File: src/rtl/rpn_lan_rx.sv
// rpn_lan_rx
//   Receives LAN PUB messages from the Network Bridge, checks each one against
//   the last accepted sequence number held in an external BRAM (one word per
//   sender), delivers new payloads to the application, and returns a LAN ACK
//   for both new and duplicate packets. Out-of-order (gap) packets are dropped
//   silently so the sender retransmits.
// Ports
//   i_clk, i_ap_rst_n            : clock, async active-low reset
//   i_node_id                    : own node ID, placed in ACK messages
//   i_sequence_numbers_initialized : BRAM contents are valid, leave INIT
//   from_nb_LAN_*                : AXIS input, LAN packets (tready out)
//   to_app_*                     : AXIS output, delivered PUB payloads
//   to_nb_ack_*                  : AXIS output, LAN ACK to the sender
//   rx_seq_num_BRAM_*            : per-sender sequence number BRAM port
module rpn_lan_rx #(
   parameter int NODE_ID_WIDTH             = 8,
   parameter int LAN_SEQUENCE_NUMBER_WIDTH = 32,
   parameter int AXIS_DATA_WIDTH           = 512,
   parameter int BRAM_ADDR_WIDTH           = 32
) (
   input  logic                                 i_clk,
   input  logic                                 i_ap_rst_n,
   input  logic [NODE_ID_WIDTH-1:0]             i_node_id,
   input  logic                                 i_sequence_numbers_initialized,
   input  logic                                 from_nb_LAN_tvalid,
   output logic                                 from_nb_LAN_tready,
   input  logic [AXIS_DATA_WIDTH-1:0]           from_nb_LAN_tdata,
   input  logic [AXIS_DATA_WIDTH/8-1:0]         from_nb_LAN_tkeep,
   input  logic [NODE_ID_WIDTH-1:0]             from_nb_LAN_tid,
   input  logic [NODE_ID_WIDTH-1:0]             from_nb_LAN_tdest,
   input  logic                                 from_nb_LAN_tuser,
   input  logic                                 from_nb_LAN_tlast,
   output logic                                 to_app_tvalid,
   input  logic                                 to_app_tready,
   output logic [AXIS_DATA_WIDTH-1:0]           to_app_tdata,
   output logic [AXIS_DATA_WIDTH/8-1:0]         to_app_tkeep,
   output logic [NODE_ID_WIDTH-1:0]             to_app_tid,
   output logic [NODE_ID_WIDTH-1:0]             to_app_tdest,
   output logic                                 to_app_tuser,
   output logic                                 to_app_tlast,
   output logic                                 to_nb_ack_tvalid,
   input  logic                                 to_nb_ack_tready,
   output logic [AXIS_DATA_WIDTH-1:0]           to_nb_ack_tdata,
   output logic [AXIS_DATA_WIDTH/8-1:0]         to_nb_ack_tkeep,
   output logic [NODE_ID_WIDTH-1:0]             to_nb_ack_tdest,
   output logic                                 to_nb_ack_tuser,
   output logic                                 to_nb_ack_tlast,
   output logic                                 rx_seq_num_BRAM_CLK,
   output logic                                 rx_seq_num_BRAM_RST,
   output logic                                 rx_seq_num_BRAM_EN,
   output logic [BRAM_ADDR_WIDTH-1:0]           rx_seq_num_BRAM_ADDR,
   output logic [LAN_SEQUENCE_NUMBER_WIDTH-1:0] rx_seq_num_BRAM_DIN,
   output logic [3:0]                           rx_seq_num_BRAM_WEN,
   input  logic [LAN_SEQUENCE_NUMBER_WIDTH-1:0] rx_seq_num_BRAM_DOUT
);

   // ctrl_api message layout (shared with the Network Bridge and senders)
   localparam int          MSG_TYPE_OFF                = 0;
   localparam int          MSG_TYPE_W                  = 8;
   localparam logic [7:0]  RPN_MSG_TYPE_LAN_PUB        = 8'h10;
   localparam logic [7:0]  RPN_MSG_TYPE_LAN_ACK        = 8'h11;
   localparam int          PUB_LAN_SENDER_NODE_ID_OFF  = MSG_TYPE_OFF + MSG_TYPE_W;
   localparam int          PUB_LAN_SEQUENCE_NUMBER_OFF = PUB_LAN_SENDER_NODE_ID_OFF + NODE_ID_WIDTH;
   localparam int          PUB_LAN_DATA_OFF            = 64;
   localparam int          LAN_ACK_SENDER_NODE_ID_OFF  = MSG_TYPE_OFF + MSG_TYPE_W;
   localparam int          LAN_ACK_SEQUENCE_NUMBER_OFF = LAN_ACK_SENDER_NODE_ID_OFF + NODE_ID_WIDTH;
   localparam int          SEQ_W                       = LAN_SEQUENCE_NUMBER_WIDTH;

   typedef enum logic [2:0] {INIT, IDLE, READ_SEQ, CHECK, DELIVER, SEND_ACK} state_t;

   state_t                        r_state;
   logic                          r_lan_tready;
   logic [NODE_ID_WIDTH-1:0]      r_sender;
   logic [SEQ_W-1:0]              r_rx_seq;
   logic [AXIS_DATA_WIDTH-1:0]    r_app_tdata;
   logic [AXIS_DATA_WIDTH/8-1:0]  r_app_tkeep;
   logic [NODE_ID_WIDTH-1:0]      r_app_tid;
   logic [NODE_ID_WIDTH-1:0]      r_app_tdest;
   logic                          r_app_tvalid;
   logic                          r_ack_tvalid;
   logic [AXIS_DATA_WIDTH-1:0]    r_ack_tdata;
   logic                          r_bram_rd_en;
   logic [BRAM_ADDR_WIDTH-1:0]    r_bram_addr;
   logic                          r_new;

   logic [MSG_TYPE_W-1:0]         w_in_type;
   logic [NODE_ID_WIDTH-1:0]      w_in_sender;
   logic [SEQ_W-1:0]              w_in_seq;
   logic [SEQ_W-1:0]              w_diff;
   logic [AXIS_DATA_WIDTH-1:0]    w_ack_tdata;
   logic                          w_bram_wr;
   logic                          w_unused;

   assign w_in_type   = from_nb_LAN_tdata[MSG_TYPE_OFF +: MSG_TYPE_W];
   assign w_in_sender = from_nb_LAN_tdata[PUB_LAN_SENDER_NODE_ID_OFF +: NODE_ID_WIDTH];
   assign w_in_seq    = from_nb_LAN_tdata[PUB_LAN_SEQUENCE_NUMBER_OFF +: SEQ_W];
   // Modular distance from the stored sequence number: 1 = next in order,
   // 0 or "negative" = already seen, anything else = packets were lost.
   assign w_diff      = r_rx_seq - rx_seq_num_BRAM_DOUT;
   assign w_unused    = ^{from_nb_LAN_tuser, from_nb_LAN_tlast, from_nb_LAN_tdata};

   always_comb begin
      w_ack_tdata = '0;
      w_ack_tdata[MSG_TYPE_OFF +: MSG_TYPE_W]                 = RPN_MSG_TYPE_LAN_ACK;
      w_ack_tdata[LAN_ACK_SENDER_NODE_ID_OFF +: NODE_ID_WIDTH] = i_node_id;
      w_ack_tdata[LAN_ACK_SEQUENCE_NUMBER_OFF +: SEQ_W]        = r_rx_seq;
   end

   always_ff @(posedge i_clk or negedge i_ap_rst_n) begin
      if (!i_ap_rst_n) begin
         r_state      <= INIT;
         r_lan_tready <= 1'b0;
         r_sender     <= '0;
         r_rx_seq     <= '0;
         r_app_tdata  <= '0;
         r_app_tkeep  <= '0;
         r_app_tid    <= '0;
         r_app_tdest  <= '0;
         r_app_tvalid <= 1'b0;
         r_ack_tvalid <= 1'b0;
         r_ack_tdata  <= '0;
         r_bram_rd_en <= 1'b0;
         r_bram_addr  <= '0;
         r_new        <= 1'b0;
      end else begin
         r_bram_rd_en <= 1'b0;
         case (r_state)
            INIT: begin
               if (i_sequence_numbers_initialized) begin
                  r_state      <= IDLE;
                  r_lan_tready <= 1'b1;
               end
            end
            IDLE: begin
               // Non-PUB beats are consumed here and simply ignored.
               if (from_nb_LAN_tvalid && w_in_type == RPN_MSG_TYPE_LAN_PUB) begin
                  r_state      <= READ_SEQ;
                  r_lan_tready <= 1'b0;
                  r_sender     <= w_in_sender;
                  r_rx_seq     <= w_in_seq;
                  r_app_tdata  <= from_nb_LAN_tdata >> PUB_LAN_DATA_OFF;
                  r_app_tkeep  <= from_nb_LAN_tkeep;
                  r_app_tid    <= from_nb_LAN_tid;
                  r_app_tdest  <= from_nb_LAN_tdest;
                  r_bram_rd_en <= 1'b1;
                  r_bram_addr  <= {{(BRAM_ADDR_WIDTH-NODE_ID_WIDTH-2){1'b0}}, w_in_sender, 2'b00};
               end
            end
            // BRAM sees the read this cycle; DOUT is valid in CHECK.
            READ_SEQ: r_state <= CHECK;
            CHECK: begin
               if (w_diff == {{(SEQ_W-1){1'b0}}, 1'b1}) begin
                  r_state      <= DELIVER;
                  r_new        <= 1'b1;
                  r_app_tvalid <= 1'b1;
               end else if (w_diff == '0 || w_diff[SEQ_W-1]) begin
                  r_state      <= SEND_ACK;
                  r_new        <= 1'b0;
                  r_ack_tvalid <= 1'b1;
                  r_ack_tdata  <= w_ack_tdata;
               end else begin
                  r_state      <= IDLE;
                  r_lan_tready <= 1'b1;
               end
            end
            DELIVER: begin
               if (to_app_tready) begin
                  r_state      <= SEND_ACK;
                  r_app_tvalid <= 1'b0;
                  r_ack_tvalid <= 1'b1;
                  r_ack_tdata  <= w_ack_tdata;
               end
            end
            SEND_ACK: begin
               if (to_nb_ack_tready) begin
                  r_state      <= IDLE;
                  r_ack_tvalid <= 1'b0;
                  r_lan_tready <= 1'b1;
               end
            end
            default: r_state <= INIT;
         endcase
      end
   end

   // Write-back only on the ACK handshake so a reset before the ACK leaves the
   // stored number untouched and the sender's retry is accepted as new.
   assign w_bram_wr = r_ack_tvalid && r_new && to_nb_ack_tready;

   assign from_nb_LAN_tready   = r_lan_tready;
   assign to_app_tvalid        = r_app_tvalid;
   assign to_app_tdata         = r_app_tdata;
   assign to_app_tkeep         = r_app_tkeep;
   assign to_app_tid           = r_app_tid;
   assign to_app_tdest         = r_app_tdest;
   assign to_app_tuser         = r_app_tvalid;
   assign to_app_tlast         = r_app_tvalid;
   assign to_nb_ack_tvalid     = r_ack_tvalid;
   assign to_nb_ack_tdata      = r_ack_tdata;
   assign to_nb_ack_tkeep      = {(AXIS_DATA_WIDTH/8){r_ack_tvalid}};
   assign to_nb_ack_tdest      = r_sender;
   assign to_nb_ack_tuser      = r_ack_tvalid;
   assign to_nb_ack_tlast      = r_ack_tvalid;
   assign rx_seq_num_BRAM_CLK  = i_clk;
   assign rx_seq_num_BRAM_RST  = ~i_ap_rst_n;
   assign rx_seq_num_BRAM_EN   = r_bram_rd_en | w_bram_wr;
   assign rx_seq_num_BRAM_ADDR = r_bram_addr;
   assign rx_seq_num_BRAM_WEN  = {4{w_bram_wr}};
   assign rx_seq_num_BRAM_DIN  = w_bram_wr ? r_rx_seq : '0;

endmodule

File: config.mk
export PLATFORM = sky130hd
export DESIGN_NAME = rpn_lan_rx
export DESIGN_NICKNAME = d
export VERILOG_FILES = /design/src/rtl/rpn_lan_rx.sv
export SDC_FILE = /design/constraint.sdc
export NUM_CORES = 1
export LEC_CHECK = 0
export CORE_AREA = 4 4 726 728
export DETAILED_ROUTE_END_ITERATION = 8
export DIE_AREA = 0 0 730 732
export SYNTH_ARGS = -nofsm -noshare
export SYNTH_HDL_FRONTEND = slang
export SYNTH_SLANG_ARGS = --single-unit
File: constraint.sdc
create_clock -name i_clk -period 5.5 [get_ports i_clk]
set_clock_uncertainty 0.1 [all_clocks]
set_input_delay 0.825 -clock i_clk [delete_from_list [all_inputs] [get_ports i_clk]]
set_output_delay 0.825 -clock i_clk [all_outputs]
set_load 0.02 [all_outputs]
== Word level (Yosys, flattened, before mapping) ==
Cells that the tools add are included.

* Equality and inequality tests: 15
* Mux-type cells: 30
* Reductions and logical operators: 17
* Bitwise logic cells: 2
* Add/subtract/negate cells: 1

{| class="wikitable"
|+ Operators with widths
! operator !! count
|-
| $mux 512 || 3
|-
| $pmux 512 s2 || 1
|-
| $eq 32x1->1 const B || 1
|-
| $logic_not 32->1 || 1
|-
| $mux 32 || 1
|-
| $sub 32x32->32 || 1
|-
| $mux 3 || 6
|-
| $pmux 3 s6 || 1
|-
| $ne 2x2->1 const B || 8
|-
| $mux 1 || 15
|-
| $eq 8x5->1 const B || 1
|-
| $reduce_and 4->1 || 2
|-
| $eq 3x2->1 const B || 2
|-
| $eq 3x3->1 const B || 2
|-
| $reduce_and 6->1 || 1
|-
| $reduce_and 5->1 || 1
|-
| $pmux 1 s4 || 1
|-
| $reduce_and 2->1 || 2
|-
| $reduce_bool 2->1 || 2
|-
| $reduce_bool 4->1 || 1
|-
| $eq 3x1->1 const B || 1
|-
| $logic_and 1x1->1 || 3
|-
| $logic_not 3->1 || 1
|-
| $pmux 1 s3 || 1
|-
| 6 further kinds || 6
|}

* Register bits after elaboration: 1088
* Bits of input ports: 640
* Word-level logic and storage cells: 78

== Logic depth before layout (Yosys ltp) ==
* Word-level depth: 6
* Depth in mapped cells: 15
* Mapped depth without buffers: 13

==> impl_results.md <==
- Status: complete, no violations
- Adder-Cell Fraction of Synth Area: 1.32%
- Antenna violations before repair: 328
- Nets@finish: 4556
- Top post-synthesis cells by area: dfrtp_1, mux2_2, buf_4
- Synthesized instance count: 2578
- Overflow after GRT: 0
- GRT Total Usage: 11.2%
- FF-to-FF path depth: 15
- Most common cell on crit path: buf_4
- Yosys cell types: 83
- Mapped Area: 0.0309 mm^2
- Layout cells sized above 1: 20.2%
- Pwr/cell area: 312 mW/mm^2
- Worst flop-to-flop path endpoint: to_nb_ack_tdata[47]
- Worst Hold Class: primary input to async pin
- CTS tree: done
- Area of the core: 0.520 mm^2
- Number of synthesized flops with an enable pin: 0
- Peak supply drop: 0.000267 V
- Crit path DAT: 5.36 ns
- Yosys reg bits: 617
- DRT iter0 DRCs: 1440
- Ys Warns: 0
- CP required: 6.18 ns
- Largest net degree at the start of global routing: 104
- # DRC: 0
- DR vias: 25.4k
- Clock Latency Late Sink: 0.93 ns
- Worst r2r src: r_rx_seq[0]
- Count of final hold-check violations: 0
- Setup Buffers After CTS: 0
- XOR/XNOR Fraction of Synth Area: 0.255%
- Simple-Gate Fraction of Synth Area: 5.25%
- Count of final setup violators: 0
- Critical path class: primary input to flop
- Number of global-route vias before repair: 24.1k
- RSZ-0062 raised after global routing: no
- Reg2Reg Setup Slack: 0.83 ns
- First-pass GRT wire length: 363000 um
- Compound-gate portion of the synthesized area: 5.57%
- Via/cell ratio: 2.32
- Routability-driven placement congestion ratio: 0.902
- Share of the synthesized area in the top cell type: 50.0%
- Leakage power: 21.8 nW
- Post-Syn Area per Cell: 12.0 um^2
- Synth Flop Type: dfrtp_1
- CP Capture Type: flop
- Synth top cells by count: buf_4, dfrtp_1, mux2_2
- Post-DP HPWL: 282000 um
- Gr busiest metal: met2
- Sequential fraction of the synthesis area: 50.0%
- Final WL: 311000 um
- Post-CTS sizing: 0
- Main combinational cell family by area after synthesis: multiplexers
- Final ANT Viol Nets: 0
- Initial Util: 5.93%
- Area Overhead vs Synth: 74.2%
- IO Pins: 1894
- Die width: 730 um
- Iteration count of the initial detailed-routing pass: 5
- Total Die Area: 0.534 mm^2
- Row count: 265
- CP Max Fanout: 32
- Async S/R FF share, synth: 100%
- Max-cap viol count: 0
- Critical Path, Cell by Cell: clkdlybuf4s50_1 > ha_1 > fa_1 > nand2b_1 > a21oi_1 > o31ai_2 > buf_4 > o31ai_1 > o22ai_1 > a2111oi_0 > nand4_1 > or4b_4 > buf_4 > and3_4 > o311ai_0
- # hold bufs at CTS: 0
- Worst-Margin Slew: 1.06 ns
- Drt wl/cell: 28.4 um
- Global Route met3 Usage: 10.6%
- Post-route clock period utilization: 85.2%
- Die Ht: 732 um
- Met1 Usage GRT: 9.81%
- Post-route minimum period: 4.68 ns
- Mux share of post-synthesis cell area: 19.7%
- Most common cell in the netlist: buf_4
- Tot Pwr: 16.8 mW
- Startpoint class of the critical path: primary input
- Setup TNS: 0 ns
- Crit path largest cell delay: 0.61 ns
- Worst path slowest cell: or4b_4
- Slew HR: 29.4%
- Max-slew violation count: 0
- Synth area leader: dfrtp_1
- FMAX: 214 MHz
- Clock transition at the registers of the reported paths: 0.06 ns
- GRT met2 Usage: 18.2%
- Port bufs: 1317
-- flip-flops by register name, indices dropped and copies added (netlist names) --
name	count
to_app_tdata	448
to_app_tkeep	64
to_nb_ack_tdata	41
r_rx_seq	32
rx_seq_num_BRAM_ADDR	8
to_app_tdest	8
to_app_tid	8
r_state	3
from_nb_LAN_tready	1
r_bram_rd_en	1
r_new	1
to_app_tlast	1
to_nb_ack_tlast	1
-- cells by family after synthesis --
family | Yosys count
flip-flops | 617
multiplexers | 541
adder cells (fa/ha/maj) | 32
XOR/XNOR | 9
buffers and inverters | 824
other | 1
AND/OR/NAND/NOR | 316
AO/OA/AOI/OAI | 238
-- critical path: cells and delay by family --
| kind | cells | cell delay [ns] |
|---|---|---|
| simple gates | 4 | 1.33 |
| compound gates | 6 | 1.73 |
| buf+inv | 3 | 0.78 |
| fa+ha+maj | 2 | 0.68 |
-- stage by stage --
stage               hold WS (ns)  instances  util, %  worst slack (ns)  area (um^2)
finish                    0.0957      10963     10.3             0.817        53800
detailed placement         0.394      10725     9.67           0.00392        50300
floorplan                  0.391       3135        -              1.19        33000
global route              0.0769      10916     10.3             0.497        53700
CTS                       0.0419      10897     10.3             0.500        53600
global placement           0.389      10725     9.67           -0.0633        50300
-- worst max-delay path by stage --
| stage | start | end | slack [ns] | cells after the start |
|---|---|---|---|---|
| 4_1_cts | to_nb_ack_tlast | rx_seq_num_BRAM_DIN[26] | 0.50 | 4 |
| 3_5_place_dp | rx_seq_num_BRAM_DOUT[0] | to_nb_ack_tdata[16] | 0.004 | 14 |
| 3_3_place_gp | rx_seq_num_BRAM_DOUT[0] | to_nb_ack_tdata[16] | -0.06 | 13 |
| 5_1_grt | to_nb_ack_tlast | rx_seq_num_BRAM_DIN[26] | 0.50 | 4 |
| 6_report | rx_seq_num_BRAM_DOUT[0] | to_nb_ack_tdata[47] | 0.82 | 15 |
| 2_1_floorplan | rx_seq_num_BRAM_DOUT[0] | r_new | 1.19 | 12 |
-- per-layer routing --
metal	wire length, um	vias up	part of all wire (%)
met2	141000	1882	45
met3	63900	634	21
met4	10700	166	3.4
met1	93900	12241	30
li1	-	10459	-
met5	1110	-	0.36
-- layout by cell type, fill, tap and decap left out, types with 5 or more instances in the layout --
cell type,instances
clkdlybuf4s50_1,1313
dfrtp_1,616
conb_1,558
mux2_2,537
clkbuf_16,99
nand2_1,96
inv_1,77
buf_4,68
diode_2,66
o21ai_0,54
nand3_1,44
nand4_1,42
and2_1,38
nor2_1,36
a21oi_1,35
ha_1,31
o311ai_1,30
clkbuf_1,16
clkbuf_8,15
clkinv_2,15
o21a_1,14
o211ai_1,13
nor3_1,11
nand2b_1,10
a21o_1,10
bufinv_16,10
buf_12,10
a221o_1,9
nor2b_1,7
a31oi_1,7
inv_6,6
a211oi_1,5
xor2_1,5
or3_1,5
o31ai_1,5
a211o_1,5
-- report_power, final --
| group | switching [mW] | internal, mW |
|---|---|---|
| combinational | 2.99 | 1.87 |
| clock | 2.72 | 3.98 |
| sequential | 0.323 | 4.88 |
-- layout make-up --
| type | count | area, um^2 |
|---|---|---|
| antenna | 66 | 165 |
| clock buffer | 131 | 2750 |
| clock inverter | 42 | 542 |
| fill | 59521 | 466000 |
| inverter | 78 | 293 |
| multi-input combinational | 1694 | 12000 |
| sequential | 617 | 15400 |
| tap | 6942 | 8690 |
| timing repair buffer | 1393 | 13900 |
Power figures use the tool's default switching activity.
